==> src/rtl/alu_issue_stage.sv <==
// Execute-stage front end of the 32-bit MIPS datapath: decodes an operand bundle,
// drives the external combinational ALU from an issue register, and registers a writeback bundle.
module alu_issue_stage #(
    parameter int CNT_WIDTH = 16
) (
    input  logic                 clk,
    input  logic                 rst,
    input  logic                 in_valid,
    output logic                 in_ready,
    input  logic [31:0]          in_instr,
    input  logic [31:0]          in_rs_val,
    input  logic [31:0]          in_rt_val,
    input  logic [31:0]          in_pc,
    output logic [31:0]          alu_A,
    output logic [31:0]          alu_B,
    output logic [2:0]           alu_op,
    input  logic [31:0]          alu_result,
    input  logic                 alu_overflow,
    input  logic                 alu_zero,
    output logic                 out_valid,
    input  logic                 out_ready,
    output logic [31:0]          out_result,
    output logic [4:0]           out_wdest,
    output logic                 out_wen,
    output logic                 out_br_taken,
    output logic [31:0]          out_br_target,
    output logic                 out_exc_ov,
    output logic                 out_exc_ri,
    output logic [CNT_WIDTH-1:0] ov_trap_cnt
);

    typedef enum logic [2:0] {
        OP_AND  = 3'b000,
        OP_OR   = 3'b001,
        OP_ADD  = 3'b010,
        OP_SLL  = 3'b011,
        OP_LUI  = 3'b100,
        OP_SLTU = 3'b101,
        OP_SUB  = 3'b110,
        OP_SLT  = 3'b111
    } alu_op_e;

    typedef struct packed {
        logic [31:0] a;
        logic [31:0] b;
        alu_op_e     op;
        logic [4:0]  dest;
        logic        wen;
        logic        br;
        logic        bne;
        logic        trap;
        logic        ri;
        logic [31:0] target;
    } iss_t;

    typedef struct packed {
        logic [31:0] result;
        logic [4:0]  wdest;
        logic        wen;
        logic        br_taken;
        logic [31:0] target;
        logic        exc_ov;
        logic        exc_ri;
    } wb_t;

    logic [5:0]  opcode;
    logic [5:0]  funct;
    logic [4:0]  rt_idx;
    logic [4:0]  rd_idx;
    logic [4:0]  shamt;
    logic [15:0] imm;
    logic [31:0] imm_sext;
    logic        supported;
    iss_t        dec;

    logic           s1_valid_q, s1_valid_d;
    iss_t           s1_q, s1_d;
    logic           s2_valid_q, s2_valid_d;
    wb_t            s2_q, s2_d;
    logic [CNT_WIDTH-1:0] cnt_q, cnt_d;
    logic           s1_adv;
    logic           accept;
    logic           exc_ov;
    logic           unused_rs_field;

    assign opcode   = in_instr[31:26];
    assign rt_idx   = in_instr[20:16];
    assign rd_idx   = in_instr[15:11];
    assign shamt    = in_instr[10:6];
    assign funct    = in_instr[5:0];
    assign imm      = in_instr[15:0];
    assign imm_sext = {{16{imm[15]}}, imm};
    // Register operands arrive already read, so the rs index field is not needed here.
    assign unused_rs_field = ^in_instr[25:21];

    // NOTE: every field of dec gets a default first so no path leaves it unassigned (no latch).
    always_comb begin
        dec       = '0;
        supported = 1'b1;
        case (opcode)
            6'h00: begin
                dec.a    = in_rs_val;
                dec.b    = in_rt_val;
                dec.dest = rd_idx;
                case (funct)
                    6'h20: begin dec.op = OP_ADD; dec.trap = 1'b1; end
                    6'h21: dec.op = OP_ADD;
                    6'h22: begin dec.op = OP_SUB; dec.trap = 1'b1; end
                    6'h23: dec.op = OP_SUB;
                    6'h24: dec.op = OP_AND;
                    6'h25: dec.op = OP_OR;
                    6'h2A: dec.op = OP_SLT;
                    6'h2B: dec.op = OP_SLTU;
                    6'h00: begin dec.op = OP_SLL; dec.a = {27'b0, shamt}; end
                    default: supported = 1'b0;
                endcase
            end
            6'h08: begin dec.op = OP_ADD;  dec.b = imm_sext;       dec.trap = 1'b1; end
            6'h09: begin dec.op = OP_ADD;  dec.b = imm_sext;       end
            6'h0A: begin dec.op = OP_SLT;  dec.b = imm_sext;       end
            6'h0B: begin dec.op = OP_SLTU; dec.b = imm_sext;       end
            6'h0C: begin dec.op = OP_AND;  dec.b = {16'b0, imm};   end
            6'h0D: begin dec.op = OP_OR;   dec.b = {16'b0, imm};   end
            6'h0F: begin dec.op = OP_LUI;  dec.b = {16'b0, imm};   end
            6'h04: begin dec.op = OP_SUB;  dec.b = in_rt_val; dec.br = 1'b1; end
            6'h05: begin dec.op = OP_SUB;  dec.b = in_rt_val; dec.br = 1'b1; dec.bne = 1'b1; end
            default: supported = 1'b0;
        endcase

        if (opcode != 6'h00) begin
            dec.a = in_rs_val;
            if (!dec.br) dec.dest = rt_idx;
        end

        if (dec.br) dec.target = in_pc + 32'd4 + {imm_sext[29:0], 2'b00};

        if (!supported) begin
            dec    = '0;
            dec.ri = 1'b1;
        end else begin
            dec.wen = !dec.br && (dec.dest != 5'd0);
        end
    end

    assign s1_adv   = s1_valid_q & (~s2_valid_q | out_ready);
    assign in_ready = ~s1_valid_q | s1_adv;
    assign accept   = in_valid & in_ready;
    assign exc_ov   = s1_q.trap & alu_overflow;

    always_comb begin
        s1_valid_d = accept | (s1_valid_q & ~s1_adv);
        s1_d       = accept ? dec : s1_q;
        s2_valid_d = s1_adv | (s2_valid_q & ~out_ready);
        s2_d       = s2_q;
        if (s1_adv) begin
            s2_d.result   = alu_result;
            s2_d.wdest    = s1_q.dest;
            s2_d.wen      = s1_q.wen & ~exc_ov;
            s2_d.br_taken = s1_q.br & (alu_zero ^ s1_q.bne);
            s2_d.target   = s1_q.target;
            s2_d.exc_ov   = exc_ov;
            s2_d.exc_ri   = s1_q.ri;
        end
        cnt_d = cnt_q;
        if (s2_valid_q && out_ready && s2_q.exc_ov && !(&cnt_q)) cnt_d = cnt_q + CNT_WIDTH'(1);
    end

    // NOTE: sequential state uses non-blocking assignments only, so every flop samples pre-edge values.
    always_ff @(posedge clk) begin
        if (rst) begin
            s1_valid_q <= 1'b0;
            s1_q       <= '0;
            s2_valid_q <= 1'b0;
            s2_q       <= '0;
            cnt_q      <= '0;
        end else begin
            s1_valid_q <= s1_valid_d;
            s1_q       <= s1_d;
            s2_valid_q <= s2_valid_d;
            s2_q       <= s2_d;
            cnt_q      <= cnt_d;
        end
    end

    assign alu_A         = s1_q.a;
    assign alu_B         = s1_q.b;
    assign alu_op        = s1_q.op;
    assign out_valid     = s2_valid_q;
    assign out_result    = s2_q.result;
    assign out_wdest     = s2_q.wdest;
    assign out_wen       = s2_q.wen;
    assign out_br_taken  = s2_q.br_taken;
    assign out_br_target = s2_q.target;
    assign out_exc_ov    = s2_q.exc_ov;
    assign out_exc_ri    = s2_q.exc_ri;
    assign ov_trap_cnt   = cnt_q;

endmodule
==> config.mk <==
export PLATFORM = sky130hd
export DESIGN_NAME = alu_issue_stage
export DESIGN_NICKNAME = d
export VERILOG_FILES = /design/src/rtl/alu_issue_stage.sv
export SDC_FILE = /design/constraint.sdc
export NUM_CORES = 1
export LEC_CHECK = 0
export CORE_AREA = 10 10 153 155
export CTS_CLUSTER_SIZE = 40
export DETAILED_ROUTE_END_ITERATION = 16
export DIE_AREA = 0 0 163 165
export GPL_TIMING_DRIVEN = 0
export PLACE_DENSITY_LB_ADDON = 0.15
export SLEW_MARGIN = 20
export SYNTH_ARGS = -nofsm -noshare
export SYNTH_HDL_FRONTEND = slang
export SYNTH_SLANG_ARGS = --single-unit
==> constraint.sdc <==
create_clock -name clk -period 6.1 [get_ports clk]
set_input_delay 1.525 -clock clk [delete_from_list [all_inputs] [get_ports clk]]
set_output_delay 1.525 -clock clk [all_outputs]
set_load 0.03 [all_outputs]
Word-level counts from Yosys, hierarchy flattened:

Index checks and enable logic that the tools add are counted.

* flip-flop bits (word level): 200
* input bits: 166
* word-level logic and storage cells: 93

* add/subtract/negate cells: 3
* equal/unequal tests: 17
* muxes and demuxes: 18
* bitwise logic cells: 17
* reductions and logical operators: 18

Operators with widths (number)
* 35-bit one-hot mux with 8 select lines: 1
* 32-bit two-way mux: 4
* 72-bit two-way mux: 1
* 6-bit == test (second input constant): 8
* 6-bit by 4-bit == test with 1-bit output (second input constant): 7
* 36-bit two-way mux: 1
* 32-bit by 3-bit adder with 32-bit output (second input constant): 1
* 32-bit adder: 1
* 3-bit one-hot mux with 6 select lines: 1
* 9-bit OR reduction: 2
* 16-bit by 1-bit adder with 16-bit output (second input constant): 1
* 16-bit AND reduction: 1
* 5-bit two-way mux: 3
* 6-bit by 3-bit == test with 1-bit output (second input constant): 2
* 6-bit zero test: 2
* 2-bit OR reduction: 5
* 1-bit bitwise AND: 7
* 6-bit nonzero test: 1
* 1-bit two-way mux: 5
* 1-bit NOT: 5
* 5-bit nonzero test: 1
* 1-bit logical AND: 4
* 1-bit bitwise OR: 4
* 1-bit one-hot mux with 2 select lines: 2
* other kinds (2): 3

Longest topological paths before layout:

* depth after elaboration: 8
* mapped depth: 13
* gate-level depth less buffers: 13

Worst setup path before layout:

OpenSTA, ideal clock, no wires.

* path type: input to register
* start point: in in_instr[2]
* end point: reg s1_q[28] (netlist bit)
* data arrival time: 3.541 ns
* required time: 5.972 ns
* slack: 2.431 ns
* stages: 9
* path buffers: 0
* cell sequence: ha_1 > ha_1 > a211oi_1 > o21ai_2 > a31oi_1 > a2111oi_4 > o31ai_1 > xor2_1 > o21ai_1

* word-level cells in the longest chain between the ends: 5
* elaborated cells between the ends (all ways): 15

RTL lines
* start, declared: line 10 `input logic [31:0] in_instr,`
* parallel branches: the longest is 4 deep, another holds 32-bit adder
* 36-bit two-way mux (*): line 137 `if (!supported) begin`
* end signal, assigned: line 172 `s1_q <= '0;`
* end signal, assigned: line 178 `s1_q <= s1_d;`
* end, declared: line 77 `iss_t s1_q, s1_d;`

Every way passes the cells marked *.
A chain may end at the register's enable or synchronous reset.

Worst setup path in the final report:

* start point: in in_instr[15]
* end point: reg s1_q[30] (netlist bit)

* word-level cells in the longest chain between the ends: 3

RTL lines
* 32-bit adder: line 135 `if (dec.br) dec.target = in_pc + 32'd4 + {imm_sext[29:0], 2'b00};`
* 32-bit two-way mux: line 135
* 36-bit two-way mux: line 137

Every way passes these cells.

==> metrics.cfg <==
[timing]
worst_slack_ns=1.45
slew_viol_final=0
worstMarginPinSlew_ns=0.873
fin_crit_sh_pct=76.2
finClkSkew_ns=0.0115
fmax_mhz=215
fin_crit_ns=4.65
max_slew_margin_pct=41.6
hold_viol=0
rsz0062_at_grt=false
setup_viol=0
finalSetupTns_ns=0

[power]
ir_worst_vdd_mv=0.205
leakage_uw=0.00542
p_total_uw=3010
power_density_nw_per_um2=212

[yosys]
muxShareOfSynthArea_pct=0.849
synth_seq_cells=200
postSynthCellCount=1259
synth_top_family_by_area=compound AO/OA/AOI/OAI gates
synth_edf_count=0
synth_nets=1484
synth.avg_cell_area_um2=8.08
synthAdderAreaFrac_pct=7.33
synth-compound-area-share_pct=21.4
yosysSeqAreaShare_pct=39.4
synthArstFlopShare_pct=0
synth_area_um2=10200
synth-simple-area-share_pct=19.0
synth_xor_area_share_pct=3.36
synth.distinct_cells=63
synth_flop_cell=dfxtp_1
synth.yosys.warnings=0

[flow_run]
drv_cap=0

[placement]
dp_cells=1845
gp_congestion=0.912
io_buffer_count=316
place_ws_ns=1.02
dp_hpwl_um=28400

[worst_setup_path]
r2r-start=out_valid
crit_chain=clkdlybuf4s50_1 > ha_1 > ha_1 > nand3_1 > or3_1 > o211ai_1 > o21ai_0 > mux2i_1 > a221o_1
crit_top_cell=ha_1
endpoint_kind=register
crit_slowest_cell=clkdlybuf4s50_1
arrival_ns=4.97
max_stage_delay_ns=1.04
cp-endpoint=s1_q[30]
critPathLaunchType=input pin
r2r_end=alu_op[2]
regToRegSetupSlack_ns=3.66
criticalPathCategory=in -> reg
ff2ff_path_depth=6
cp_max_fo=18
critPathRequiredTime_ns=6.42
setup.worst_path.start=in_instr[15]

[grt]
antenna_found_initial=5
grt_pass1_wl_um=53800
grt_usage_pct=25.2
grt_max_degree=19
grt-ovfl-total=0
grt_pass1_vias=9774

[cts]
root_buffer=clkbuf_16
holdBufCountCts=0
post-cts-setup-buffers=0
cts_tree=built
path_clk_slew_ns=0.07
clock_sinks=200
clk_latency_ns=0.43
cts_resized=0
htree_levels=4
cts-buffers-inserted=17
cts_max_path_buffers=2

[routing]
drt-vias-per-instance=5.42
routed-wl-met3_um=3790
wl_met1_um=14700
wl_per_cell_um=19.0
drt_iter0_drc=681
wl_um=35700
top_layer_used=met5
vias=10200
drtAntennaViolNets=0
dr.pass1.iters=7
drc_errors=0
dr_wl_met2_um=16400

[layout]
layout-drive-gt1-share_pct=9.34
finish.utilization_pct=70.5
area_delta_synth_final_pct=39.9
nFillCells=1689
final_cell_count_no_fill=1878
nets=1819

[die]
dieArea_um2=26900
num_rows=52
start_util_pct=50.4
boundaryPins=324
die_x_um=163
core_um2=20200
chipHeight_um=165

[worst_hold_path]
hp-class=reg -> reg

[outcome]
run_status=completed

-- metal layers --
layer,GRT usage [%],vias to the layer above
met1,30.6,4742
met4,7.66,6
li1,-,4959
met2,40.7,417
met5,0,-
met3,9.46,56
-- flip-flops by register name, indices dropped and copies added (netlist names) --
signal,count
s1_q,42
alu_A,32
alu_B,32
out_br_target,32
out_result,32
ov_trap_cnt,16
out_wdest,5
alu_op,3
out_br_taken,1
out_exc_ov,1
out_exc_ri,1
out_valid,1
out_wen,1
s1_valid_q,1
-- layout by cell type, fill, tap and decap left out, types with 4 or more instances in the layout --
cell	Yosys	layout
o21ai_0	28	28
nand4_1	7	7
xor2_1	26	26
and3_1	10	10
or3_1	5	5
nor2b_1	8	8
buf_2	15	15
ha_1	58	58
nor2_1	173	173
o21ai_1	12	12
and2_1	4	4
mux2_2	5	5
a22oi_2	19	19
inv_1	15	15
clkbuf_16	0	17
nand2_1	199	199
o211ai_1	6	6
nand2b_1	8	8
a31oi_1	7	7
a21oi_1	165	165
xnor2_1	13	13
a211oi_1	4	4
nor3_1	11	11
buf_4	67	67
a22oi_1	56	56
clkbuf_1	57	58
a21o_1	11	11
nand3_1	16	16
clkdlybuf4s50_1	0	316
and4_1	5	5
dfxtp_1	200	200
-- layout make-up --
class	instances	area [µm²]	share of cell area, %
multi-input combinational	900	5290	37.2
inverter	15	56.3	0.396
clock buffer	18	429	3.02
antenna	2	5.00	0.0352
sequential	200	4000	28.1
buffer	144	826	5.80
timing repair buffer	316	3160	22.2
clock inverter	13	119	0.836
tap	270	338	2.37
-- worst max-delay path, delay by kind of cell --
| kind | cells | cell delay, ns |
|---|---|---|
| buf+inv | 1 | 1.04 |
| fa+ha+maj | 2 | 0.81 |
| mux | 1 | 0.17 |
| compound gates | 3 | 0.86 |
| simple gates | 2 | 0.56 |
-- worst min-delay path by stage --
stage | from | end | depth (start not counted)
after floorplan | s1_q[24] | s1_q[24] | 2
after detailed placement | s1_q[18] | s1_q[18] | 2
after global routing | s1_q[26] | out_br_target[26] | 2
final | s1_q[26] | out_br_target[26] | 2
after CTS | s1_q[26] | out_br_target[26] | 2
after global placement | s1_q[21] | s1_q[21] | 2
-- Yosys cell counts (all sizes together), types with 3 or more instances --
| cell | number | share of area [%] |
|---|---|---|
| o211ai | 6 | 0.44 |
| and3 | 10 | 0.62 |
| buf | 87 | 6.0 |
| a32oi | 3 | 0.26 |
| or3 | 5 | 0.31 |
| ha | 58 | 7.1 |
| and4 | 5 | 0.43 |
| o21a | 3 | 0.22 |
| a31oi | 8 | 0.55 |
| dfxtp | 200 | 39 |
| nor3 | 11 | 0.54 |
| nand3 | 16 | 0.79 |
| a21o | 11 | 0.81 |
| mux2i | 3 | 0.30 |
| inv | 15 | 0.55 |
| mux2 | 5 | 0.55 |
| and2 | 4 | 0.25 |
| nand4 | 7 | 0.43 |
| a22oi | 75 | 6.5 |
| xor2 | 26 | 2.2 |
| nand2b | 8 | 0.49 |
| a211oi | 4 | 0.30 |
| nor2b | 8 | 0.49 |
| clkbuf | 57 | 2.1 |
| a21oi | 168 | 8.5 |
| nor2 | 174 | 6.4 |
| o21ai | 41 | 2.1 |
| nor4 | 4 | 0.39 |
| nand2 | 199 | 7.3 |
| xnor2 | 13 | 1.1 |
| or2 | 3 | 0.18 |
-- power by group --
part           leakage, µW  total [µW]  internal (µW)  switching, µW
clock network     0.000265        1080            535            545
logic              0.00353         598            255            343
registers          0.00162        1340           1320           10.9
total              0.00542        3010           2110            900
-- logic make-up (layout without fill, tap and decap cells) --
logic type / count (synthesis) / in the layout
AND/OR/NAND/NOR: 458 / 458
AO/OA/AOI/OAI: 336 / 336
flip-flops: 200 / 200
buffers and inverters: 159 / 506
adder cells (fa/ha/maj): 59 / 59
XOR/XNOR: 39 / 39
multiplexers: 8 / 8
other: 0 / 2
-- per-stage QoR --
step           hold WS (ns)  area [µm²]
6_report              0.452       14200
5_1_grt               0.464       14200
4_1_cts               0.450       14200
3_5_place_dp          0.441       13700
3_3_place_gp          0.437       13700
2_1_floorplan         0.425       10200
No activity file was read; power rests on OpenSTA's default activity.
